[src/rtl/ariane_pkg.sv]
// rtl/ariane_pkg.sv - scoreboard entry type, rename switch and FP operand helpers
// Shared by re_name_commit and its checker.
package ariane_pkg;

  localparam bit ENABLE_RENAME = 1'b1;

  typedef enum logic [3:0] {
    ADD, SUB, LD, SD, FLD, FSD, FADD, FMUL, FMADD, FMV_X2F, FMV_F2X
  } fu_op;

  typedef struct packed {
    logic [31:0] pc;
    fu_op        op;
    logic [5:0]  rs1;
    logic [5:0]  rs2;
    logic [5:0]  rd;
    logic [63:0] result;
    logic        valid;
  } scoreboard_entry_t;

  typedef enum logic {RUN = 1'b0, RESTORE = 1'b1} commit_state_t;

  function automatic logic is_rd_fpr(input fu_op op);
    case (op)
      FLD, FADD, FMUL, FMADD, FMV_X2F: return 1'b1;
      default:                         return 1'b0;
    endcase
  endfunction

  // Fused ops carry their third FP source register in the result field
  function automatic logic is_imm_fpr(input fu_op op);
    case (op)
      FMADD:   return 1'b1;
      default: return 1'b0;
    endcase
  endfunction

endpackage

[src/rtl/re_name_check.sv]
// rtl/re_name_check.sv - name-bit sequence checker with sticky error and saturating count
// The table bit is the committed name before this commit's toggle.
module re_name_check
  import ariane_pkg::*;
#(
  parameter int unsigned ERR_CNT_W = 8
) (
  input  logic                 clk_i,
  input  logic                 rst_i,
  input  logic                 accept,
  input  logic [5:0]           rd,
  input  logic                 is_fpr,
  input  logic                 table_bit,
  output logic                 error,
  output logic [ERR_CNT_W-1:0] count
);

  logic expected;
  logic mismatch;

  // GPR x0 is never renamed, so its name bit must always be zero
  assign expected = (!is_fpr && rd[4:0] == 5'd0) ? 1'b0 : (ENABLE_RENAME & ~table_bit);
  assign mismatch = accept && (rd[5] != expected);

  always_ff @(posedge clk_i) begin
    if (rst_i) begin
      error <= 1'b0;
      count <= '0;
    end else if (mismatch) begin
      error <= 1'b1;
      if (count != '1) count <= count + 1'b1;
    end
  end

endmodule

[src/rtl/re_name_commit.sv]
// rtl/re_name_commit.sv - commit-side de-rename with committed name tables and restore
// Optional name checker enabled by RE_NAME_CHECK_EN.
module re_name_commit
  import ariane_pkg::*;
#(
  parameter int unsigned ERR_CNT_W = 8
) (
  input  logic                 clk_i,
  input  logic                 rst_i,
  input  logic                 flush_i,
  input  scoreboard_entry_t    commit_instr_i,
  input  logic                 commit_valid_i,
  output logic                 commit_ack_o,
  output scoreboard_entry_t    wb_instr_o,
  output logic                 wb_valid_o,
  input  logic                 wb_ready_i,
  output logic [31:0]          restore_gpr_o,
  output logic [31:0]          restore_fpr_o,
  output logic                 restore_valid_o,
  output logic                 error_o,
  output logic [ERR_CNT_W-1:0] err_cnt_o
);

  commit_state_t     state_q;
  logic [31:0]       cgpr_q;
  logic [31:0]       cfpr_q;
  scoreboard_entry_t wb_q;
  scoreboard_entry_t wb_d;
  logic              wb_valid_q;
  logic              accept;
  logic              rd_fpr;
  logic [4:0]        rd_idx;

  assign rd_idx = commit_instr_i.rd[4:0];
  assign rd_fpr = is_rd_fpr(commit_instr_i.op);

  assign commit_ack_o = !rst_i && (state_q == RUN) && (!wb_valid_q || wb_ready_i);
  assign accept       = commit_valid_i && commit_ack_o;

  always_comb begin
    wb_d        = commit_instr_i;
    wb_d.rd[5]  = 1'b0;
    wb_d.rs1[5] = 1'b0;
    wb_d.rs2[5] = 1'b0;
    if (is_imm_fpr(commit_instr_i.op)) wb_d.result[5] = 1'b0;
  end

  always_ff @(posedge clk_i) begin
    if (rst_i) begin
      state_q    <= RUN;
      cgpr_q     <= '0;
      cfpr_q     <= '0;
      wb_q       <= '0;
      wb_valid_q <= 1'b0;
    end else begin
      case (state_q)
        RUN:     state_q <= flush_i ? RESTORE : RUN;
        RESTORE: state_q <= flush_i ? RESTORE : RUN;
        default: state_q <= RUN;
      endcase

      if (accept) begin
        if (rd_fpr)               cfpr_q[rd_idx] <= ~cfpr_q[rd_idx];
        else if (rd_idx != 5'd0)  cgpr_q[rd_idx] <= ~cgpr_q[rd_idx];
      end

      // Flush never discards the output register: committed work must retire
      if (accept) begin
        wb_q       <= wb_d;
        wb_valid_q <= 1'b1;
      end else if (wb_ready_i) begin
        wb_valid_q <= 1'b0;
      end
    end
  end

  assign wb_instr_o      = wb_q;
  assign wb_valid_o      = wb_valid_q;
  assign restore_gpr_o   = cgpr_q;
  assign restore_fpr_o   = cfpr_q;
  assign restore_valid_o = (state_q == RESTORE);

`ifdef RE_NAME_CHECK_EN
  logic table_bit;

  assign table_bit = rd_fpr ? cfpr_q[rd_idx] : cgpr_q[rd_idx];

  re_name_check #(
    .ERR_CNT_W(ERR_CNT_W)
  ) u_check (
    .clk_i     (clk_i),
    .rst_i     (rst_i),
    .accept    (accept),
    .rd        (commit_instr_i.rd),
    .is_fpr    (rd_fpr),
    .table_bit (table_bit),
    .error     (error_o),
    .count     (err_cnt_o)
  );
`else
  assign error_o   = 1'b0;
  assign err_cnt_o = '0;
`endif

endmodule

[config.mk]
export PLATFORM = sky130hd
export DESIGN_NAME = re_name_commit
export DESIGN_NICKNAME = d
export VERILOG_FILES = /design/src/rtl/ariane_pkg.sv /design/src/rtl/re_name_check.sv /design/src/rtl/re_name_commit.sv
export SDC_FILE = /design/constraint.sdc
export NUM_CORES = 1
export LEC_CHECK = 0
export CORE_AREA = 4 4 134 136
export CTS_CLUSTER_DIAMETER = 100
export DETAILED_ROUTE_END_ITERATION = 8
export DIE_AREA = 0 0 138 140
export PLACE_DENSITY = 0.85
export SETUP_SLACK_MARGIN = 0.4
export SLEW_MARGIN = 20
export SYNTH_ARGS = -nofsm -noshare
export SYNTH_HDL_FRONTEND = slang
export SYNTH_SLANG_ARGS = --single-unit
export TNS_END_PERCENT = 50
[constraint.sdc]
create_clock -name clk_i -period 4.3 [get_ports clk_i]
set_input_delay 0.86 -clock clk_i [delete_from_list [all_inputs] [get_ports clk_i]]
set_output_delay 0.86 -clock clk_i [all_outputs]
set_load 0.02 [all_outputs]
---- After elaboration in Yosys (flattened, before gate mapping) ----
Cells that the tools add are included.
word-level totals
  flip-flop bits (word level) ............. 182
  memories ................................ 0
  word-level logic and storage cells ...... 48
  RAM bits ................................ 0
  bits in latches ......................... 0
  ROM bits ................................ 0
  input bits .............................. 124
operators by class
  reductions and logical operators ........ 12
  divide/modulo/power cells ............... 0
  shift-type cells ........................ 0
  mux-type cells .......................... 14
  equality and inequality tests ........... 5
  $add $sub $neg .......................... 0
  order comparisons ....................... 2
  $mul .................................... 0
  bitwise operators ....................... 4
operators by type and width
  cell                                                                                  count
  32-bit bitwise mux                                                                    2
  4-bit by 3-bit equality test with 1-bit output (second input constant)                3
  1-bit binary-select mux with 5-bit select                                             2
  1-bit 2-to-1 mux                                                                      9
  4-bit equality test (second input constant)                                           2
  5-bit by 6-bit < comparator with 1-bit output (second input constant)                 1
  1-bit demux with 5-bit select                                                         1
  5-bit by 1-bit greater-or-equal comparator with 1-bit output (second input constant)  1
  5-bit nonzero test                                                                    1
  5-bit OR reduction                                                                    1
  1-bit logical AND                                                                     4
  1-bit NOT                                                                             4
  3-bit AND reduction                                                                   1
  1-bit logical NOT                                                                     2
  2-bit AND reduction                                                                   1
  2-bit nonzero test                                                                    1
  1-bit logical OR                                                                      1

---- Logic depth before layout (Yosys ltp) ----
Gate-level depths: netlist of run 1.
  depth in word-level cells ............... 5
  mapped depth ............................ 8
  mapped depth without buffers ............ 5

---- Worst setup path before layout of run 1 ----
No wires, ideal clock.
  path kind ............................... input -> register
  start ................................... input commit_instr_i[66] (netlist bit)
  end ..................................... register cfpr_q[2] (netlist: restore_fpr_o[2])
  setup time .............................. 88 ps
  cell stages on the path ................. 6
  arrival time ............................ 2,277 ps
  buffers on the path ..................... 2
  setup slack ............................. 1,935 ps
  required time ........................... 4,212 ps
  cell sequence ........................... buf_6 > mux4_2 > mux2_4 > o22a_4 > buf_6 > a311oi_2
on the way
  cells in the longest elaborated chain, start to end .. 5
  elaborated cells between the ends (all ways) .. 9
  classes of those cells .................. order compare: 2; mux: 5; bitwise: 1; reduce/logical: 1
ends and longest elaborated chain
  element                                                                                                                                              line                  text
  from (decl)                                                                                                                                          re_name_commit.sv:11  input scoreboard_entry_t commit_instr_i,
  5-bit by 6-bit < comparator with 1-bit output (implied by the code) or 5-bit by 1-bit greater-or-equal comparator with 1-bit output (tied branches)  re_name_commit.sv:63  if (rd_fpr) cfpr_q[rd_idx] <= ~cfpr_q[rd_idx];
  1-bit logical AND (implied by the code)                                                                                                              re_name_commit.sv:63
  1-bit 2-to-1 mux (implied by the code)                                                                                                               re_name_commit.sv:63
  1-bit demux with 5-bit select                                                                                                                        re_name_commit.sv:63
  32-bit bitwise mux *                                                                                                                                 re_name_commit.sv:63
  to (signal, indexed assignment)                                                                                                                      re_name_commit.sv:63
  to (decl)                                                                                                                                            re_name_commit.sv:26  logic [31:0] cfpr_q;
Every way passes the cells marked *; elsewhere a longest branch is shown, timed or not. The select of a mux whose other input is x is not followed.
A chain may end at the register's enable or synchronous reset.

---- Final worst setup path of run 1 ----
  start ................................... input wb_ready_i
  end ..................................... output commit_ack_o
on the way
  cells in the longest elaborated chain, start to end .. 2
ends and longest elaborated chain
  element            line                  text
  from (decl)        re_name_commit.sv:16  input logic wb_ready_i,
  1-bit logical OR   re_name_commit.sv:37  assign commit_ack_o = !rst_i && (state_q == RUN) && (!wb_valid_q || wb_ready_i);
  1-bit logical AND  re_name_commit.sv:37
  to (decl)          re_name_commit.sv:13  output logic commit_ack_o,
Every way passes these cells.

==> results.toml, run 1 <==
[global_route]
grt_max_degree = 105
grt.total_usage_pct = 25.0
grt_pass1_vias = 7319
antenna_found_initial = 0
grt_pass1_wl_microns = 39300
overflow = 0

[detailed_routing]
wirelength_microns = 25000
postRouteAntennaNets = 0
route.detailed.drc = 0
drtIter0Drc = 575
dr_wl_met2_microns = 12100
wl_met3_microns = 2550
dr.max_layer_used = "met4"
wl_per_cell_microns = 18.6
drt_first_pass_iters = 5
num_vias = 7347
vias_per_cell = 5.47
met1_length_microns = 9540

[run]
cap_violations = 0

[finish]
drive_above_1_share_pct = 7.33
syn_to_final_growth_pct = 46.7
num-nets-final = 1229
antenna_cells = 0
post-route-util_pct = 67.1
fin_area_sq_mm = 0.0114

[sta]
post-route-period-util_pct = 75.3
setup_viol = 0
clock-skew-final_ns = 0.0117
drv_slew = 0
period_needed_ns = 3.24
tns_ns = 0
whs_ns = 0.474
max_freq_mhz = 309
hold_viol = 0
rsz0062_at_grt = "no"
slew_headroom_pct = 30.0
worst_slew_pin_slew_ns = 1.05

[critical_path]
crit_chain = "clkdlybuf4s50_1 > nand2b_1 > and2_1 > clkdlybuf4s50_1"
cpPeakStageDelay_ns = 0.63
cp-start-kind = "input port"
worstPathArrival_ns = 2.38
worst-setup-path-type = "in -> out"
endpoint_kind = "output port"
worstReg2RegEnd = "restore_fpr_o[5]"
crit_slowest_cell = "clkdlybuf4s50_1"
r2r-start = "restore_valid_o"
cp.required_ns = 3.44
path_max_fanout = 5
r2r_cells = 5
reg2reg_setup_slack_ns = 1.82
worst_path_most_repeated_cell = "clkdlybuf4s50_1"

[synth]
synth_area_per_cell_sq_um = 9.13
netlist-cell-type-count = 51
yosys_warnings = 0
async_reset_ff_share_pct = 0
synthesis.area_sq_mm = 0.00774
synth_ff_type = "dfxtp_1"
synth-edff-count = 0
syn_inst = 848
yosysSeqAreaShare_pct = 47.1
ys_seq_elements = 182

[placed_design]
place_congestion = 0.862
place_area_sq_mm = 0.0107
io_buffers = 303
dp_hpwl_microns = 17400

[pwr]
finalPower_uw = 4150
power_leakage_uw = 0.00444
p_per_area_mw_per_mm2 = 365
max-vdd-ir-drop_mv = 0.256

[worst_hold_path]
hold_path.class = "reg -> reg"
whs_path_depth = 2
min_to = "wb_instr_o[79]"
hp-start = "wb_instr_o[79]"

[cts]
cts_sinks = 182
cts_resized = 0
cts_buffers = 17
cts_tree = "yes"
clk_pin_slew_worst_paths_ns = 0.07
post_cts_buffers = 0
clock_latency_ns = 0.43
cts_root_buffer = "clkbuf_16"
cts_hold_buf = 0
clockBufferDepth = 2
cts.htree.levels = 4

[floorplanning]
core_sq_mm = 0.0169
die_area_sq_mm = 0.0193
num_rows = 48
io-pin-count = 319
start_util_pct = 45.7
fp.dieH_microns = 140
die_w_microns = 138

[status]
status = "finished clean"
-- worst max path at each step --
stage	start	to	slack, ns	cells after the start
2_1_floorplan	commit_instr_i[66]	restore_fpr_o[2]	1.93	6
3_3_place_gp	wb_ready_i	restore_fpr_o[5]	0.88	6
3_5_place_dp	wb_ready_i	restore_fpr_o[5]	0.82	6
4_1_cts	wb_ready_i	commit_ack_o	1.05	4
5_1_grt	wb_ready_i	restore_fpr_o[29]	1.00	6
6_report	wb_ready_i	commit_ack_o	1.06	4
-- layout by cell type (no fill, tap or decap), types with 4 or more instances in the layout --
master           netlist  final
clkdlybuf4s50_1        0    301
nand2_1              225    225
dfxtp_1              182    182
nand3b_1             115    115
a21oi_1               63     63
a311oi_1              42     42
mux2i_1               24     24
clkbuf_16              0     17
buf_4                 21     14
nor2_1                13     13
a311oi_2              12     12
conb_1                 1     12
a221oi_1               8      8
o21ai_0                6      6
nor2b_1                5      5
a21bo_2                5      5
nand3_1                6      5
nand2b_1               4      4
mux4_2                 4      4
a211oi_1               4      4
bufinv_16              0      4
-- power breakdown --
| part | internal (uW) | leakage, uW | switching [uW] |
|---|---|---|---|
| registers | 1770 | 0.00149 | 42.9 |
| logic | 312 | 0.00265 | 353 |
| clock network | 1010 | 0.000304 | 670 |
-- flip-flops by register name, indices dropped and copies added, names as in the netlist --
register         count
restore_fpr_o       32
wb_instr_o         116
restore_valid_o      1
restore_gpr_o       32
wb_valid_o           1
-- per-stage QoR --
stage,cells,setup WS [ns]
after floorplan,859,1.93
after global placement,1311,0.880
after detailed placement,1311,0.816
after CTS,1343,1.05
after global routing,1343,1.00
final,1343,1.06
-- synth_stat cells, types with 8 or more instances --
master / instances / area, sq um
a21oi_1: 63 / 315
a221oi_1: 8 / 70.1
a311oi_1: 42 / 368
a311oi_2: 12 / 180
buf_2: 11 / 55.1
buf_4: 21 / 158
clkbuf_1: 49 / 184
dfxtp_1: 182 / 3640
mux2i_1: 24 / 240
nand2_1: 225 / 845
nand3b_1: 115 / 863
nor2_1: 13 / 48.8
-- cells by family (layout without fill, tap and decap cells) --
family	after synthesis	after routing	share of synthesized area, %
other	1	12	0.0484
AND/OR/NAND/NOR	396	396	27.5
AO/OA/AOI/OAI	148	148	14.6
multiplexers	29	29	4.46
flip-flops	182	182	47.1
buffers and inverters	92	351	6.33
-- area by class of cell --
type,instances,area (sq um)
inverters,3,11.3
well taps,225,282
flip-flops and latches,182,3640
multi-input cells,585,3670
fillers,1306,5580
repair buffers,316,3120
clock buffers,21,460
clock inverters,11,171
-- worst max-delay path, delay by kind of cell --
family	cells	cell delay (ns)
buffers and inverters	2	1.07
AND/OR/NAND/NOR	2	0.44
-- metal layers --
metal	global-route usage (%)	vias up
met1	28.6	3454
met4	9.88	0
met5	0	-
li1	-	3459
met3	9.25	59
met2	42.6	375
Power figures use the tool's default switching activity.
==> inputs of run 2 (changes only) <==
--- a/config.mk
+++ b/config.mk
@@ -5,11 +5,11 @@
 export SDC_FILE = /design/constraint.sdc
 export NUM_CORES = 1
 export LEC_CHECK = 0
-export CORE_AREA = 4 4 134 136
+export CORE_AREA = 4 4 140 142
 export CTS_CLUSTER_DIAMETER = 100
 export DETAILED_ROUTE_END_ITERATION = 8
-export DIE_AREA = 0 0 138 140
-export PLACE_DENSITY = 0.85
+export DIE_AREA = 0 0 144 146
+export PLACE_DENSITY = 0.79
 export SETUP_SLACK_MARGIN = 0.4
 export SLEW_MARGIN = 20
 export SYNTH_ARGS = -nofsm -noshare
==> constraint.sdc (replaced) <==
create_clock -name clk_i -period 3.29 [get_ports clk_i]
set_input_delay 0.658 -clock clk_i [delete_from_list [all_inputs] [get_ports clk_i]]
set_output_delay 0.658 -clock clk_i [all_outputs]
set_load 0.02 [all_outputs]
==> run 2 against run 1 <==
Combinational power rose by 32%. Design area rose by 1.3%. Power rose by 29%. Worst setup slack got worse by 0.43 ns. Highest routed layer is now met5. Cell count rose by 1.9%.
==> results.toml, run 2 (synthesized netlist as in run 1, its figures left out) <==
[cts]
cts_sinks = 182
cts_resized = 0
clock_latency_ns = 0.42
post_cts_buffers = 0
cts_hold_buf = 0
cts_buffers = 17
cts.htree.levels = 4
clk_pin_slew_worst_paths_ns = 0.06
clockBufferDepth = 2
cts_tree = "yes"
cts_root_buffer = "clkbuf_16"

[global_route]
grt_max_degree = 122
grt_pass1_vias = 7017
antenna_found_initial = 1
overflow = 0
grt.total_usage_pct = 23.2
grt_pass1_wl_microns = 38900

[sta]
rsz0062_at_grt = "no"
worst_slew_pin_slew_ns = 0.855
period_needed_ns = 2.66
drv_slew = 0
post-route-period-util_pct = 80.7
tns_ns = 0
setup_viol = 0
slew_headroom_pct = 43.0
hold_viol = 0
max_freq_mhz = 377
clock-skew-final_ns = 0.0105

[worst_hold_path]
hold_path.class = "reg -> reg"
hp-start = "wb_instr_o[0]"

[finish]
nFillCells = 1522
final_cells = 1369
fin_area_sq_mm = 0.0115
post-route-util_pct = 62.3
drive_above_1_share_pct = 8.63
layout_common_cells = "clkdlybuf4s50_1, nand2_1, dfxtp_1"
antenna_cells = 0
final_common_cell = "clkdlybuf4s50_1"
syn_to_final_growth_pct = 48.6
num-nets-final = 1246
largest_reg_flops = 116

[critical_path]
worstPathArrival_ns = 2.00
cpPeakStageDelay_ns = 0.64
crit_chain = "clkdlybuf4s50_1 > nand2b_1 > and2_1 > clkdlybuf4s50_1"
worst-setup-path-type = "in -> out"
endpoint_kind = "output port"
worst_path_most_repeated_cell = "clkdlybuf4s50_1"
crit_slowest_cell = "clkdlybuf4s50_1"
cp-start-kind = "input port"
critPathTopFamily = "buffers and inverters"
cp.required_ns = 2.63
crit_buf_inv = 2
r2r-start = "restore_valid_o"
cp-startpoint = "wb_ready_i"
path_max_fanout = 2

[detailed_routing]
drt_first_pass_iters = 6
drtIter0Drc = 537
postRouteAntennaNets = 0
num_vias = 7249
route.detailed.drc = 0
wl_per_cell_microns = 18.2
wirelength_microns = 25000
vias_per_cell = 5.30

[run]
cap_violations = 0

[floorplanning]
die_w_microns = 144
fp.dieH_microns = 146
num_rows = 50
core_sq_mm = 0.0185
start_util_pct = 42.0
io-pin-count = 319
die_area_sq_mm = 0.0210

[placed_design]
place_area_sq_mm = 0.0109
place_congestion = 0.863
dp_cells = 1337
io_buffers = 303
dp_hpwl_microns = 17500

[status]
status = "finished clean"

[pwr]
max-vdd-ir-drop_mv = 0.347
p_per_area_mw_per_mm2 = 466
power_leakage_uw = 0.00453
[run 2: cell count changes in the layout (fill, tap and decap cells not counted), sizes merged]
cell	before	now
buf	15	32
clkinv	3	5
bufinv	4	3
clkbuf	21	22
clkinvlp	2	1
inv	5	4
[run 2: area by class of cell]
cell class | instances | area [sq um] | area share, %
Multi-Input combinational cell | 585 | 3670 | 31.9
Clock inverter | 10 | 146 | 1.27
Timing Repair Buffer | 333 | 3280 | 28.5
Sequential cell | 182 | 3640 | 31.7
Inverter | 3 | 11.3 | 0.0979
Tap cell | 234 | 293 | 2.54
Clock buffer | 22 | 464 | 4.03
[run 2: worst min-delay path, stage by stage, from the launching register on]
cell and delay (ns):
dfxtp_1 0.31, nand3b_1 0.07, nand2_1 0.05
[run 2: metal layers]
layer  track usage (%)  vias up  wire [microns]
met2              37.6      326           12100
met4              7.49        2             609
met5                 0        -              13
met1              27.8     3391            9660
met3              9.79       36            2590
li1                  -     3494               -
[run 2: final timing paths]
kind	slack, ns	endpoint	cells after the start
hold reg to reg	0.47	wb_instr_o[0]	2
setup reg to reg	1.34	restore_gpr_o[8]	5
hold / removal	0.47	wb_instr_o[0]	2
setup / recovery	0.63	commit_ack_o	4
[run 2: metrics by stage]
stage	power, uW	worst slack (ns)	hold WS, ns
final	5360	0.634	0.471
after global routing	5570	0.546	0.487
after floorplan	2850	1.13	0.547
after detailed placement	3290	0.407	0.460
after CTS	5410	0.617	0.474
after global placement	3280	0.414	0.459
[run 2: power breakdown]
group | internal, uW | switching [uW] | total, uW
Combinational | 420 | 459 | 879
Sequential | 2310 | 55.6 | 2360
Clock | 1240 | 874 | 2120
Total | 3970 | 1390 | 5360
==> inputs of run 3 (changes only) <==
==> constraint.sdc (replaced) <==
create_clock -name clk_i -period 2.65 [get_ports clk_i]
set_input_delay 0.53 -clock clk_i [delete_from_list [all_inputs] [get_ports clk_i]]
set_output_delay 0.53 -clock clk_i [all_outputs]
set_load 0.02 [all_outputs]
==> run 3 against run 2 <==
Die area unchanged. Register-to-register slack got worse by 0.54 ns. Sequential power increased by 24%. Critical path depth increased by 4. Largest power group unchanged. Highest routed layer unchanged.
==> results.toml, run 3 (synthesized netlist as in run 1, its figures left out) <==
[cts]
cts_tree = "yes"
clk_pin_slew_worst_paths_ns = 0.07
clockBufferDepth = 2
cts_buffers = 17
clock_latency_ns = 0.43
cts_hold_buf = 0
cts.htree.levels = 4
cts_sinks = 182
cts_root_buffer = "clkbuf_16"

[worst_hold_path]
whs_path_depth = 2
hold_path.class = "reg -> reg"
hp-start = "wb_instr_o[0]"
min_to = "wb_instr_o[0]"

[critical_path]
cp.depth = 8
cpPeakStageDelay_ns = 0.53
path_max_fanout = 16
worst-setup-path-type = "in -> reg"
worstReg2RegEnd = "restore_gpr_o[5]"
r2r_cells = 7
cp-start-kind = "input port"
critPathTopFamily = "buffers and inverters"
reg2reg_setup_slack_ns = 0.80
crit_slowest_cell = "clkdlybuf4s50_1"
cp-startpoint = "commit_instr_i[85]"
crit_buf_inv = 3
r2r-start = "restore_gpr_o[22]"
worstPathArrival_ns = 2.47
crit_chain = "clkdlybuf4s50_1 > nor3b_2 > a31oi_4 > buf_4 > nor4b_4 > buf_12 > a21oi_1 > a311oi_1"
cp.required_ns = 2.98
endpoint_kind = "flip-flop"

[finish]
nFillCells = 1488
layout_common_cells = "clkdlybuf4s50_1, nand2_1, dfxtp_1"
drive_above_1_share_pct = 10.4
largest_reg_flops = 116
seq_area_sq_mm = 0.00364
final_common_cell = "clkdlybuf4s50_1"
multi_input_area_sq_mm = 0.00370
num-nets-final = 1261
syn_to_final_growth_pct = 52.3
antenna_cells = 0

[detailed_routing]
vias_per_cell = 5.35
drtIter0Drc = 557
wl_per_cell_microns = 18.5
num_vias = 7403
postRouteAntennaNets = 0
wirelength_microns = 25700
route.detailed.drc = 0
drt_first_pass_iters = 5

[pwr]
finalPower_uw = 6880
power.internal_uw = 5100
clkPwrFrac_pct = 40.8
net-switching-power_uw = 1780
seqPwrFrac_pct = 42.7
p_per_area_mw_per_mm2 = 583
combPwrFrac_pct = 16.5
power_leakage_uw = 0.00471
max-vdd-ir-drop_mv = 0.448
swShare_pct = 25.9

[run]
cap_violations = 0

[sta]
worst_slew_pin_slew_ns = 0.700
slew_headroom_pct = 53.3
max_freq_mhz = 467
post-route-period-util_pct = 80.8
whs_ns = 0.473
tns_ns = 0
hold_viol = 0
drv_slew = 0
rsz0062_at_grt = "yes"
setup_viol = 0
period_needed_ns = 2.14
clock-skew-final_ns = 0.0103

[floorplanning]
die_w_microns = 144
num_rows = 50
fp.dieH_microns = 146
die_area_sq_mm = 0.0210
start_util_pct = 42.0
core_sq_mm = 0.0185
io-pin-count = 319

[global_route]
grt.total_usage_pct = 23.5
antenna_found_initial = 1
grt_pass1_vias = 7200
grt_pass1_wl_microns = 39400
grt_max_degree = 183
overflow = 0

[placed_design]
dp_hpwl_microns = 17700
io_buffers = 303
place_congestion = 0.888

[status]
status = "finished clean"
==> run 3: cell types whose count changed in the layout (fill, tap and decap cells not counted), sizes merged <==
cell,delta
buf,+14
clkdlybuf4s50,-5
inv,+5
clkinv,-4
dlymetal6s2s,+4
bufinv,+1
clkinvlp,-1
dlygate4sd2,+1
==> run 3: final cells by class <==
type                    count  share of cell area [%]
multi-input cells         585                    31.4
flip-flops and latches    182                    30.9
repair buffers            348                    29.6
clock buffers              21                    3.99
well taps                 234                    2.48
clock inverters            11                    1.54
inverters                   3                  0.0955
==> run 3: metrics by stage <==
step / setup slack, ns / std cells / cell area, sq um / utilization, %
2_1_floorplan: 0.615 / 859 / 7780 / -
3_3_place_gp: 0.0663 / 1349 / 11100 / 59.9
3_5_place_dp: 0.00448 / 1349 / 11100 / 59.9
4_1_cts: 0.446 / 1381 / 11700 / 63.4
5_1_grt: 0.399 / 1384 / 11800 / 63.9
6_report: 0.508 / 1384 / 11800 / 63.9
==> run 3: repair_timing <==
action,CTS,global route
cloned,0,2
setup endpoints to repair,1,32
resized for setup,1,9
pin swaps,0,2
endpoints found under the hold margin,0,0
setup buffers,0,1
==> run 3: per-layer routing <==
layer  routed length, microns  track usage (%)  up-vias
met4                      711             8.43        2
met3                     2540             7.92       52
li1                         -                -     3528
met2                    12500             38.3      353
met5                       20                0        -
met1                     9920             28.7     3468
==> run 3: how the worst max path moves through the flow <==
stage / endpoint / slack, ns
2_1_floorplan: restore_fpr_o[2] / 0.61
3_3_place_gp: restore_gpr_o[24] / 0.07
3_5_place_dp: restore_gpr_o[29] / 0.004
4_1_cts: restore_gpr_o[29] / 0.45
5_1_grt: restore_fpr_o[1] / 0.40
6_report: restore_fpr_o[1] / 0.51
==> run 3: worst reg2reg max path: stages (launching register included) <==
cell       delay (ns)
dfxtp_1          0.34
mux2i_1          0.25
a221oi_2         0.12
nor4_2           0.35
nor3_2           0.12
buf_4            0.17
clkbuf_16        0.16
a311oi_1         0.25
==> run 3: power groups by stage <==
stage / Sequential (uW) / Clock (uW) / Combinational, uW
after CTS: 2930 / 2850 / 1120
after floorplan: 3150 / 0 / 389
after global routing: 2950 / 2960 / 1210
after global placement: 2990 / 0 / 1110
final: 2930 / 2810 / 1140
after detailed placement: 2990 / 0 / 1110
